[src/rtl/div_sequencer.sv]
// Sequencer between the execution unit and the divider for x86 DIV/IDIV.
// Latches and extends the operands, launches the divider, guards it with a watchdog, and registers write-back.
module div_sequencer #(
   parameter int TIMEOUT = 31
) (
   input  logic        clk,
   input  logic        reset,
   input  logic        req,
   input  logic        is_8_bit,
   input  logic        is_signed,
   input  logic [15:0] ax_in,
   input  logic [15:0] dx_in,
   input  logic [15:0] operand,
   output logic        ready,
   output logic        div_start,
   output logic        div_is_8_bit,
   output logic        div_is_signed,
   output logic [31:0] div_dividend,
   output logic [15:0] div_divisor,
   input  logic        div_complete,
   input  logic        div_error,
   input  logic [15:0] div_quotient,
   input  logic [15:0] div_remainder,
   output logic        done,
   output logic [15:0] ax_out,
   output logic [15:0] dx_out,
   output logic        ax_wr,
   output logic        dx_wr,
   output logic        divide_error,
   output logic        timeout
);

   localparam int WD_W = (TIMEOUT < 2) ? 1 : $clog2(TIMEOUT + 1);
   localparam logic [WD_W-1:0] WD_LIMIT = WD_W'(TIMEOUT);

   typedef enum logic [1:0] {
      S_IDLE,
      S_LAUNCH,
      S_WAIT,
      S_WRITEBACK
   } state_t;

   state_t          r_state;
   logic [WD_W-1:0] r_wd;

   logic        r_ready;
   logic        r_div_start;
   logic        r_div_is_8_bit;
   logic        r_div_is_signed;
   logic [31:0] r_div_dividend;
   logic [15:0] r_div_divisor;
   logic        r_done;
   logic [15:0] r_ax_out;
   logic [15:0] r_dx_out;
   logic        r_ax_wr;
   logic        r_dx_wr;
   logic        r_divide_error;
   logic        r_timeout;

   logic [15:0] w_dividend_hi;
   logic [7:0]  w_divisor_hi;
   logic [31:0] w_ext_dividend;
   logic [15:0] w_ext_divisor;
   logic        w_ax_sign;
   logic        w_op_sign;

   // In the 8-bit forms the high halves are pure sign (IDIV) or zero (DIV) fill.
   assign w_ax_sign = is_signed & ax_in[15];
   assign w_op_sign = is_signed & operand[7];

   generate
      for (genvar gi = 0; gi < 16; gi++) begin : g_dividend_hi
         assign w_dividend_hi[gi] = is_8_bit ? w_ax_sign : dx_in[gi];
      end
      for (genvar gi = 0; gi < 8; gi++) begin : g_divisor_hi
         assign w_divisor_hi[gi] = is_8_bit ? w_op_sign : operand[8+gi];
      end
   endgenerate

   assign w_ext_dividend = {w_dividend_hi, ax_in};
   assign w_ext_divisor  = {w_divisor_hi, operand[7:0]};

   always_ff @(posedge clk) begin
      if (reset) begin
         r_state         <= S_IDLE;
         r_wd            <= '0;
         r_ready         <= 1'b1;
         r_div_start     <= 1'b0;
         r_div_is_8_bit  <= 1'b0;
         r_div_is_signed <= 1'b0;
         r_div_dividend  <= '0;
         r_div_divisor   <= '0;
         r_done          <= 1'b0;
         r_ax_out        <= '0;
         r_dx_out        <= '0;
         r_ax_wr         <= 1'b0;
         r_dx_wr         <= 1'b0;
         r_divide_error  <= 1'b0;
         r_timeout       <= 1'b0;
      end else begin
         r_div_start <= 1'b0;
         r_done      <= 1'b0;
         r_ax_wr     <= 1'b0;
         r_dx_wr     <= 1'b0;
         case (r_state)
            S_IDLE: begin
               if (req) begin
                  r_div_is_8_bit  <= is_8_bit;
                  r_div_is_signed <= is_signed;
                  r_div_dividend  <= w_ext_dividend;
                  r_div_divisor   <= w_ext_divisor;
                  r_div_start     <= 1'b1;
                  r_ready         <= 1'b0;
                  r_state         <= S_LAUNCH;
               end
            end
            S_LAUNCH: begin
               r_wd    <= '0;
               r_state <= S_WAIT;
            end
            S_WAIT: begin
               // Results are registered straight into the write-back outputs so done carries them.
               if (div_complete) begin
                  r_state <= S_WRITEBACK;
                  r_done  <= 1'b1;
                  r_timeout <= 1'b0;
                  if (div_error) begin
                     r_divide_error <= 1'b1;
                  end else if (r_div_is_8_bit) begin
                     r_divide_error <= 1'b0;
                     r_ax_out       <= {div_remainder[7:0], div_quotient[7:0]};
                     r_ax_wr        <= 1'b1;
                  end else begin
                     r_divide_error <= 1'b0;
                     r_ax_out       <= div_quotient;
                     r_dx_out       <= div_remainder;
                     r_ax_wr        <= 1'b1;
                     r_dx_wr        <= 1'b1;
                  end
               end else if (r_wd == WD_LIMIT) begin
                  r_state        <= S_WRITEBACK;
                  r_done         <= 1'b1;
                  r_divide_error <= 1'b1;
                  r_timeout      <= 1'b1;
               end else begin
                  r_wd <= r_wd + 1'b1;
               end
            end
            S_WRITEBACK: begin
               r_ready <= 1'b1;
               r_state <= S_IDLE;
            end
            default: begin
               r_ready <= 1'b1;
               r_state <= S_IDLE;
            end
         endcase
      end
   end

   assign ready         = r_ready;
   assign div_start     = r_div_start;
   assign div_is_8_bit  = r_div_is_8_bit;
   assign div_is_signed = r_div_is_signed;
   assign div_dividend  = r_div_dividend;
   assign div_divisor   = r_div_divisor;
   assign done          = r_done;
   assign ax_out        = r_ax_out;
   assign dx_out        = r_dx_out;
   assign ax_wr         = r_ax_wr;
   assign dx_wr         = r_dx_wr;
   assign divide_error  = r_divide_error;
   assign timeout       = r_timeout;

endmodule

[config.mk]
export PLATFORM = sky130hd
export DESIGN_NAME = div_sequencer
export DESIGN_NICKNAME = d
export VERILOG_FILES = /design/src/rtl/div_sequencer.sv
export SDC_FILE = /design/constraint.sdc
export NUM_CORES = 1
export LEC_CHECK = 0
export ABC_CLOCK_PERIOD_IN_PS = 2700
export BUFFER_PORTS_ARGS = -buffer_cell sky130_fd_sc_hd__buf_2
export CORE_MARGIN = 4
export CORE_UTILIZATION = 46
export DETAILED_ROUTE_END_ITERATION = 10
export PLACE_DENSITY_LB_ADDON = 0.1
export SETUP_SLACK_MARGIN = 0.15
export SLEW_MARGIN = 0
export SYNTH_ARGS = -nofsm -noshare
export SYNTH_HDL_FRONTEND = slang
export SYNTH_SLANG_ARGS = --single-unit
export TNS_END_PERCENT = 20
[constraint.sdc]
create_clock -name clk -period 2.7 [get_ports clk]
set_clock_uncertainty 0.2 [all_clocks]
set_input_delay 0.54 -clock clk [delete_from_list [all_inputs] [get_ports clk]]
set_output_delay 0.54 -clock clk [all_outputs]
set_load 0.01 [all_outputs]
# Yosys cells after proc, flatten, opt, wreduce, memory -nomap -nowiden
# Cells that the tools add are included.
# word_totals
regBits	96
out_inout_bits	89
elab_cells	89
in_bits	87
# classes
mux	43
n_addsub	1
bitwise_logic	7
eq_ne	8
reduce_logical	15
# op_table
op	count
$mux W1	34
$mux W16	1
$mux W5	2
$pmux W5 S2	1
$pmux W2 S4	1
$reduce_and A2 Y1	4
$mux W2	3
$ne A2 B2 Y1 const B	3
$reduce_and A3 Y1	2
$reduce_bool A2 Y1	3
$add A5 B1 Y5 const B	1
$eq A5 B5 Y1 const B	1
$not A1 Y1	5
$eq A2 B2 Y1 const B	2
$reduce_and A4 Y1	1
$reduce_or A2 Y1	2
$reduce_or A4 Y1	1
$ne A3 B3 Y1 const B	1
$reduce_or A3 Y1	1
$and A1 B1 Y1	2
$eq A2 B1 Y1 const B	1
$logic_not A2 Y1	1
$pmux W1 S2	1

# Logic depth before layout (Yosys ltp)
# depth
depth_word	4
mapped_depth	8
ltp_nobuf	6

# Worst setup path before layout
# OpenSTA, ideal clock, no wires.
# synth_timing
path_kind	register -> register
startpoint	register r_wd[0]
endpoint	register r_state[1]
synth_period_minus_slack_ps	1917
stages_incl_launch_ff	8
setup_ps	67
path_buffers	1
path_slack_ps	783
arrival_ps	1650
t_required_ps	2433
cell_sequence	dfxtp_1 > ha_1 > and3_1 > ha_1 > or3b_1 > buf_2 > a21o_1 > a21oi_2
# synth_between
elab_chain_len	3
# synth_lines
element	line_no	source
start, declared	44	logic [WD_W-1:0] r_wd;
start signal, assigned	146	r_wd <= r_wd + 1'b1;
$eq A5 B5 Y1	140	end else if (r_wd == WD_LIMIT) begin
$ne A3 B3 Y1 (no line)	--	
$reduce_and A2 Y1 (no line)	--	
end signal, assigned	141	r_state <= S_WRITEBACK;
end signal, assigned	151	r_state <= S_IDLE;
end signal, assigned	155	r_state <= S_IDLE;
end, declared	43	state_t r_state;
# Every way passes these cells.
# A chain may end at the register's enable or synchronous reset.

# Final worst setup path
# layout_timing
startpoint	register r_state[0]
endpoint	register r_dx_out[15] (netlist: dx_out[15])
# layout_between
elab_chain_len	2
# layout_lines
element	line_no	source
start signal, assigned	85	r_state <= S_IDLE;
start signal, assigned	114	r_state <= S_LAUNCH;
start signal, assigned	119	r_state <= S_WAIT;
$eq A2 B2 Y1	105	case (r_state)
$reduce_and A4 Y1 (no line)	--	
end signal, assigned	136	r_dx_out <= div_remainder;
end, declared	54	logic [15:0] r_dx_out;
# Every way passes these cells.

==> metrics.csv <==
metric,value,unit
outcome,completed,
Syn Area/Cell,8.853,um2
Placed Instances,660,
number of flops mapped to enable cells by yosys,0,
leakage,2.236,nW
library cells used by synthesis,37,
hold_buf cts,0,
setup repair bufs after CTS,0,
dominant cells by area after synthesis,"dfxtp_1 (53%), a21oi_1 (9.9%), nand2_1 (9.2%), o21ai_0 (3.4%), nand2b_1 (3.3%)",
core box area,7687,um2
DRC,0,
Antenna Nets Post-Route,0,
final hold vios,0,
Worst-Margin Slew,702.8,ps
Rows,32,
Wirelength per Cell,13.78,um
Die Y-Extent,96.83,um
largest family of logic cells by synthesized area,compound AO/OA/AOI/OAI gates,
Worst setup EP type,register,
via count,3358,
largest net degree at the start of global routing,55,
CP startpoint,r_state[0],
# Max-Cap Violations,0,
setup TNS,0,ps
slew margin rel.,0.5288,
top-count cell post-synth,dfxtp_1,
mux cell area share after synthesis,0.02206,
Sw Ratio,0.3148,
setup violators final,0,
Synth Flop Type,dfxtp_1,
Post-synth ARST share,0,
global-route usage over all layers,0.1934,
Post-Synth XOR/XNOR Area,0.002413,
net count after synthesis,503,
routability cong.,0.7916,
Synth Area in Compound Gates,0.1910,
Worst setup SP type,register,
Reg-to-Reg Start,r_state[0],
Final HPWL DP,6664,um
CTS Buf Count,9,
#FFs+latches synth,96,
fin. max-slew vios,0,
Initial Util,0.4722,
antenna violations before repair,0,
DRT Wirelength,9303,um
First DRT Iteration DRCs,126,
Final period util,0.7630,
TritonCTS clock tree,yes,
Reg area,1922,um2
"CTS clk-pin slew, worst paths",90,ps
first-pass GRT wire length,15290,um
Non-Filler Instances,675,
# fillers,721,
Yosys Warn Count,0,
cts repair resizes,0,
power per standard cell area,814.5,nW/um2
area grow syn2layout,30.89,%
Tmin final,2060,ps
"Seq/Total Area, Yosys",0.5295,
drt via density,4.975,
area of the multi-input gates,1531,um2
unrepaired setup endpoints after global routing,no,
critical path required time,2720,ps
VDD IR-drop max,0.4008,mV
IO Pins,176,
share of layout cells above drive strength 1,0.3490,
hold path startpoint,div_quotient[3],
Hold Path Class,in2reg,
combinational power share,0.267,
adder-cell share of the synthesized area,0.02068,
Post-Synthesis Cells,410,
"Data arrival, critical path",2080,ps
P_sw,0.001218,W
DRT Pass-1 Iters,4,
Root Buffer,clkbuf_8,
Setup CP Type,reg2reg,
"area leader, netlist",dfxtp_1,
internal power,0.002651,W
Synth Cell Area,3630,um2
Synth top area share,0.5295,
H-tree depth,3,
sequential share of power,0.453,
Post-synth top cells,"dfxtp_1 (96), nand2_1 (89), a21oi_1 (72)",
Clock Sinks,96,
die width,96.83,um
number of buffers added on ports,175,
CTS max path bufs,2,
Post-Synth Simple-Gate Area,0.1858,
Final #Nets,662,
fmax,485.4,MHz
grt ovf,0,
clock power share,0.280,
CP max FO,17,
clk_lat worst skew,350,ps
number of global-route vias before repair,3142,
Die ar.,9376,um2
Inserted Diodes,0,
==> cell type report <==
type	instances	share of cell area
well taps	102	0.02686
multi-input cells	276	0.3224
clock inverters	6	0.02291
inverters	6	0.005004
repair buffers	180	0.1923
clock buffers	9	0.02607
flip-flops and latches	96	0.4045
==> critical path, stage by stage (launching register included) <==
cell       delay [ps]
dfxtp_1           340
inv_1             100
ha_1              340
nand4bb_1         620
nand2_1           250
a21oi_1            80
==> power by group through the flow <==
stage / clock network [W] / logic, W / registers, W
floorplan: 0 / 0.000562 / 0.00187
global placement: 0 / 0.00102 / 0.00178
detailed placement: 0 / 0.00104 / 0.00179
CTS: 0.00111 / 0.00104 / 0.00176
global route: 0.00117 / 0.00116 / 0.00179
finish: 0.00108 / 0.00103 / 0.00175
==> routing by layer <==
metal  vias up  routed length [um]  global-route usage
li1       1708                   -                   -
met1      1527                4282              0.2591
met2       112                4256              0.2999
met3        11                 617             0.05407
met4         0                 147             0.06587
met5         -                   0                   0
==> final timing paths <==
kind                    end  slack, ps  depth (start not counted)
max              dx_out[15]        640                          5
min               ax_out[3]        190                          2
max reg2reg      dx_out[15]        640                          5
min reg2reg  div_divisor[0]        260                          2
==> cells by family (layout without fill, tap and decap cells) <==
kind of cell / after synthesis / after routing
flip-flops: 96 / 96
multiplexers: 8 / 8
AND/OR/NAND/NOR: 139 / 139
XOR/XNOR: 1 / 1
adder cells (fa/ha/maj): 6 / 6
AO/OA/AOI/OAI: 122 / 122
buffers and inverters: 38 / 201
==> cell usage in the layout, fill, tap and decap left out <==
cell,count
o21a_1,1
and3_1,2
nand4_1,1
or3b_1,1
dfxtp_1,96
clkbuf_8,9
a21boi_0,1
ha_1,6
a211oi_1,2
clkinv_4,1
bufinv_16,3
nand2b_1,19
nor4bb_1,1
xnor2_1,1
and4bb_2,1
o2bb2ai_1,8
or3_1,1
and4b_1,8
o21ai_0,25
a21oi_1,72
nand2_2,1
clkinv_2,3
nor2_1,6
o21ai_1,1
inv_1,5
buf_2,175
nand2_1,89
and2_1,2
a21oi_2,2
nor3b_1,1
a22o_1,8
nand3_1,5
a21o_1,2
mux2i_1,8
buf_4,5
nand4bb_1,1
==> stage by stage <==
step                      setup WS (ps)  area, um2  hold slack (ps)    util  power (W)
final                             640.0       4751            193.4  0.6180   0.003870
after global routing              415.2       4751            186.1  0.6180   0.004117
after CTS                         633.4       4751            179.7  0.6180   0.003909
after detailed placement          645.0       4518            244.7  0.5877   0.002825
after global placement            692.7       4518            239.6  0.5877   0.002804
after floorplan                   782.8       3630            252.2       -   0.002433
==> sequential cells by signal (all words and copies together), names as in the netlist <==
register and flops:
ax_out 16, ax_wr 1, div_dividend 32, div_divisor 16
div_is_8_bit 1, div_is_signed 1, div_start 1, divide_error 1
done 1, dx_out 16, dx_wr 1, r_state 2
r_wd 5, ready 1, timeout 1
No activity file was read; power rests on OpenSTA's default activity.
